## src/rtl/cu_bus_reader.sv

```systemverilog
// rtl/cu_bus_reader.sv - bus read sequencer sourcing register bank words onto the shared data bus
module cu_bus_reader #(
  parameter int WIDTH = 16,
  parameter int NREG  = 8,
  parameter int SELW  = 3
) (
  input  logic                  clk,
  input  logic                  reset,
  input  logic [NREG*WIDTH-1:0] reg_bus,
  input  logic                  rd_req,
  input  logic [SELW-1:0]       rd_sel,
  input  logic [SELW-1:0]       burst_len,
  input  logic                  bus_ready,
  output logic [WIDTH-1:0]      bus_out,
  output logic                  bus_valid,
  output logic                  busy,
  output logic                  done
);

  typedef enum logic [1:0] {
    ST_IDLE  = 2'd0,
    ST_LATCH = 2'd1,
    ST_DRIVE = 2'd2
  } state_t;

  state_t            state_q, state_d;
  logic [SELW-1:0]   ptr_q, ptr_d;
  logic [SELW:0]     remaining_q, remaining_d;
  logic [WIDTH-1:0]  bus_out_q, bus_out_d;
  logic              bus_valid_q, bus_valid_d;
  logic              busy_q, busy_d;
  logic              done_q, done_d;

  logic [WIDTH-1:0]  words [NREG];

  // Unflatten the register bank so the read mux can be indexed by ptr
  for (genvar g = 0; g < NREG; g++) begin : g_words
    assign words[g] = reg_bus[g*WIDTH +: WIDTH];
  end

  // Next-state and output decode; ptr wraps naturally at SELW bits
  always_comb begin
    state_d     = state_q;
    ptr_d       = ptr_q;
    remaining_d = remaining_q;
    bus_out_d   = bus_out_q;
    bus_valid_d = bus_valid_q;
    busy_d      = busy_q;
    done_d      = 1'b0;
    case (state_q)
      ST_IDLE: begin
        if (rd_req) begin
          ptr_d       = rd_sel;
          remaining_d = {1'b0, burst_len} + (SELW+1)'(1);
          busy_d      = 1'b1;
          state_d     = ST_LATCH;
        end
      end
      ST_LATCH: begin
        // Word is frozen here; later register loads do not disturb the bus
        bus_out_d   = words[ptr_q];
        bus_valid_d = 1'b1;
        state_d     = ST_DRIVE;
      end
      ST_DRIVE: begin
        if (bus_ready) begin
          bus_valid_d = 1'b0;
          if (remaining_q == (SELW+1)'(1)) begin
            busy_d  = 1'b0;
            done_d  = 1'b1;
            state_d = ST_IDLE;
          end else begin
            ptr_d       = ptr_q + SELW'(1);
            remaining_d = remaining_q - (SELW+1)'(1);
            state_d     = ST_LATCH;
          end
        end
      end
      default: begin
        state_d     = ST_IDLE;
        bus_valid_d = 1'b0;
        busy_d      = 1'b0;
      end
    endcase
  end

  // State register with synchronous active-high reset that aborts any transfer
  always_ff @(posedge clk) begin
    if (reset) begin
      state_q     <= ST_IDLE;
      ptr_q       <= '0;
      remaining_q <= '0;
      bus_out_q   <= '0;
      bus_valid_q <= 1'b0;
      busy_q      <= 1'b0;
      done_q      <= 1'b0;
    end else begin
      state_q     <= state_d;
      ptr_q       <= ptr_d;
      remaining_q <= remaining_d;
      bus_out_q   <= bus_out_d;
      bus_valid_q <= bus_valid_d;
      busy_q      <= busy_d;
      done_q      <= done_d;
    end
  end

  assign bus_out   = bus_out_q;
  assign bus_valid = bus_valid_q;
  assign busy      = busy_q;
  assign done      = done_q;

endmodule

```

## config.mk

```make
export PLATFORM = sky130hd
export DESIGN_NAME = cu_bus_reader
export DESIGN_NICKNAME = d
export VERILOG_FILES = /design/src/rtl/cu_bus_reader.sv
export SDC_FILE = /design/constraint.sdc
export NUM_CORES = 1
export LEC_CHECK = 0
export ABC_AREA = 1
export CORE_ASPECT_RATIO = 1.4
export CORE_MARGIN = 8
export CORE_UTILIZATION = 39
export CTS_BUF_LIST = sky130_fd_sc_hd__clkbuf_16
export CTS_CLUSTER_SIZE = 10
export DETAILED_ROUTE_END_ITERATION = 16
export GPL_ROUTABILITY_DRIVEN = 0
export PLACE_DENSITY = 0.9
export SLEW_MARGIN = 10
export SYNTH_ARGS = -nofsm -noshare
export SYNTH_HDL_FRONTEND = slang
export SYNTH_SLANG_ARGS = --single-unit
```

## constraint.sdc

```tcl
create_clock -name clk -period 1.4 [get_ports clk]
set_clock_uncertainty 0.05 [all_clocks]
set_input_delay 0.28 -clock clk [delete_from_list [all_inputs] [get_ports clk]]
set_output_delay 0.28 -clock clk [all_outputs]
set_load 0.01 [all_outputs]
```

* Yosys cells after proc, flatten, opt, wreduce, memory -nomap -nowiden *
Index checks and enable logic that the tools add are counted.

word-level totals
  register bits = 28
  input port bits = 138
  output and inout port bits = 19
  logic and storage cells = 52

cells by class
  $add $sub $neg = 3
  magnitude comparators = 1
  equality and inequality tests = 7
  mux-type cells = 22
  bitwise gates (word level) = 5
  reductions and logical operators = 7

operator list
  kind                                                 count
  binary-select mux 16 bit (select 3 bit)              1
  2-to-1 mux 16 bit                                    2
  2-to-1 mux 4 bit                                     3
  2-to-1 mux 3 bit                                     3
  != test 2 bit, second input constant                 4
  one-hot mux 4 bit (2 select lines)                   1
  AND reduction 4 bit                                  2
  2-to-1 mux 1 bit                                     6
  one-hot mux 1 bit (3 select lines)                   2
  one-hot mux 2 bit (3 select lines)                   1
  one-hot mux 3 bit (2 select lines)                   1
  adder 3 x 1 -> 4 bit, second input constant          1
  equality test 4 x 1 -> 1 bit, second input constant  1
  >= comparator 4 bit, second input constant           1
  2-to-1 mux 2 bit                                     2
  NOT 1 bit                                            4
  NOT 3 -> 4 bit                                       1
  AND reduction 2 bit                                  2
  subtractor 4 x 1 -> 4 bit, second input constant     1
  adder 3 x 1 -> 3 bit, second input constant          1
  OR reduction 3 bit                                   1
  equality test 2 x 1 -> 1 bit, second input constant  1
  equality test 2 bit, second input constant           1
  zero test 2 bit                                      1
  nonzero test 2 bit                                   1

* Longest topological paths before layout *
  depth in word-level cells = 4
  mapped depth = 8
  gate-level depth less buffers = 8

* Least setup slack after synthesis *
No wires, ideal clock.

  path kind = reg-to-reg
  from = reg remaining_q[0]
  to = reg remaining_q[2]
  library setup time = 0.110 ns
  arrival time = 1.058 ns
  data required time = 1.240 ns
  setup slack = 0.182 ns
  cell stages (with the launch flop) = 8
  path buffers = 0
  period minus slack after synthesis = 1.218 ns
  cells stage by stage = dfxtp_1 > inv_1 > ha_1 > or2_2 > nand3_1 > nand2_1 > inv_1 > nor2_1

between the ends
  word-level cells in the longest chain between the ends = 4
  elaborated cells on any way between the ends = 7
  classes of those cells = 1 x add/sub; 2 x eq/ne; 3 x mux; 1 x reduce/logical

RTL lines
  element                             line  source
  from (decl)                         28    logic [SELW:0] remaining_q, remaining_d;
  from (signal assigned)              100   remaining_q <= remaining_d;
  subtractor 4 x 1 -> 4 bit           74    remaining_d = remaining_q - (SELW+1)'(1);
  2-to-1 mux 4 bit                    68    if (remaining_q == (SELW+1)'(1)) begin
  2-to-1 mux 4 bit                    66    if (bus_ready) begin
  one-hot mux 4 bit (2 select lines)  50    case (state_q)

Parallel ways exist; a longest one is shown, timed or not. The select of a mux whose other input is x is not followed.
A chain may end at the register's enable or synchronous reset.

* Worst setup path after layout *
Same ends and word-level chain as after synthesis.

==> flow_summary.yaml <==
detailed_routing:
  wirelength_mm: 10.9
  dr.first_iter.drc_count: 128
  postRouteAntennaNets: 0
  drc: 0
  detail_route.first_pass.iterations: 4
  wire_per_inst_um: 14.1
  num_vias: 3673
  via_per_inst: 4.75
sta:
  layout_setup_ws_ns: 0.0641
  setup_viol_count_final: 0
  setup_tns_ns: 0
  rsz0062_at_grt: "true"
  max_freq_mhz: 749
  fin_crit_sh: 0.954
  slew_violations: 0
  slew_headroom: 0.790
  finalHoldViolations: 0
  finalCriticalPeriod_ns: 1.34
  tightest_slew_ns: 0.314
worst_setup_path:
  rr_startpoint: "remaining_q[0]"
  ff2ff_path_depth: 7
  cp_max_fo: 3
  startpoint_type: "flip-flop"
  rr_endpoint: "remaining_q[2]"
  required_ns: 1.51
  worstSetupEndpointType: "flip-flop"
  ff2ff_setup_slack_ns: 0.06
  crit_arrival_ns: 1.45
  startpoint: "remaining_q[0]"
  path_class: "reg2reg"
global_routing:
  grt_max_degree: 38
  grt_overflow_total: 0
  antenna_found_initial: 0
  grt_pass1_vias: 3640
  grtUsageTotal: 0.210
  grt_pass1_wl_mm: 17.1
floorplan:
  rows: 36
  initial_core_util: 0.399
  dieArea_mm2: 0.0100
  ioPinCount: 157
  die-width_um: 87.0
  die_y_um: 115
  coreArea_mm2: 0.00689
yosys:
  synthesis.nets: 674
  synth_area_leader_cell: "nand2_1"
  ys_seq_elements: 28
  synth_edf_count: 0
  ys_seq_area_frac: 0.204
  synth_area_leaders: "nand2_1 27%, dfxtp_1 20%, nand3_1 16%"
  synth_cell_types: 24
  syn_inst: 532
  ys_warn_count: 0
  async_reset_ff_frac: 0
  synth_ff_type: "dfxtp_1"
  synth.top_cell.area_share: 0.273
  avgSynthCellArea_um2: 5.17
  synth_area_mm2: 0.00275
min_path:
  min-delay-start: "bus_valid"
  hold-path-cell-count: 2
  hold_end: "bus_valid"
  hold_class: "reg2reg"
power:
  p_per_area_mw_per_mm2: 735
  p_total_mw: 3.35
  peakVddDrop_mv: 0.721
  leakage_nw: 2.47
run:
  cap_violations: 0
clocking:
  cts_buffers: 3
  cts_tree: "done"
  clkSinkCount: 28
  cts.clk_slew.worst_paths_ns: 0.07
  clkLatencyLatePin_ns: 0.26
  ctsHtreeMaxLevel: 1
  cts_max_path_buffers: 2
  clock-root-buffer: "clkbuf_16"
  cts_setup_buffers: 0
place:
  dpl_worst_slack_ns: -0.195
  dp.cells: 768
  port_buffers: 156
  dp.final_hpwl_mm: 8.78
final_layout:
  syn2layout_area_growth_pct: 65.8
  nFillCells: 595
  fin_util: 0.662
  instances_no_fill: 773
  drive_gt1_frac: 0.0487
  nets: 821
  antenna_cells: 0
outcome:
  outcome: "finished, final reports clean"
==> cells by family (layout without fill, tap and decap cells) <==
kind of cell	after synthesis	count (layout)	share of synthesized area
simple gates	312	312	0.476
buf+inv	141	287	0.208
compound gates	46	46	0.0909
flops	28	28	0.204
fa+ha+maj	4	4	0.0182
xor+xnor	1	1	0.00318
==> critical path, cell delays in order, from the launching register on <==
cell	delay (ns)
dfxtp_1	0.36
inv_1	0.09
ha_1	0.21
or2_2	0.29
nand3_1	0.10
nand2_1	0.05
inv_1	0.05
nor2_1	0.04
==> layout make-up <==
cell class / count / area (um^2) / area share
tap: 95 / 119 / 0.0260
multi-input combinational: 363 / 1620 / 0.356
inverter: 113 / 435 / 0.0954
timing repair buffer: 170 / 1710 / 0.376
sequential: 28 / 566 / 0.124
clock inverter: 1 / 30.0 / 0.00658
clock buffer: 3 / 75.1 / 0.0165
==> metal layers <==
layer	global-route usage	wire, um	vias to the layer above
met4	0.0507	243	0
met1	0.231	4200	1628
li1	-	-	1897
met2	0.400	5730	134
met3	0.0351	725	14
met5	0	0	-
==> through the flow <==
stage	hold WS, ns	instance area, um^2
final	0.411	4560
after global routing	0.444	4560
after CTS	0.415	4520
after detailed placement	0.408	4440
after global placement	0.399	4440
after floorplan	0.292	2750
==> worst max path at each step <==
stage | endpoint
after global placement | remaining_q[2]
after CTS | ptr_q[0]
after floorplan | remaining_q[2]
after global routing | ptr_q[0]
final | remaining_q[2]
after detailed placement | bus_out[15]
==> flip-flops by register name (all words and copies together), names as in the netlist <==
name and flops:
busy 1, bus_out 16, remaining_q 4, state_q 2, done 1, ptr_q 3, bus_valid 1
==> synth_stat cells (2+ instances only) <==
master      n
or2_2       2
o21ai_0    21
o21bai_1    2
a21oi_1    20
nor2_1     17
nand2_1   200
ha_1        4
nand2_4     2
dfxtp_1    28
inv_2       2
nand2_2     2
nand3_1    87
buf_4       7
clkbuf_1    9
buf_2      11
inv_1     110
==> cell usage in the layout, fill, tap and decap left out, drive strengths merged <==
master,n
xor2,1
nor4,1
ha,4
clkinvlp,1
inv,112
clkdlybuf4s50,137
a21oi,21
or2,2
o21bai,2
nand2,204
buf,13
nand3,87
bufinv,1
nor2,17
clkbuf,4
dlygate4sd2,19
o21ai,23
nand4,1
dfxtp,28
==> report_power, final <==
part / switching [mW] / internal, mW
Combinational: 0.797 / 0.783
Sequential: 0.0584 / 0.876
Clock: 0.269 / 0.569
==> what timing repair did <==
| item | CTS | global route |
|---|---|---|
| hold buffers | 0 | 0 |
| resized for setup | 19 | 8 |
| gates cloned | 0 | 1 |
| pin swaps | 0 | 1 |
| setup endpoints to repair | 19 | 23 |
No activity file was read; power rests on OpenSTA's default activity.
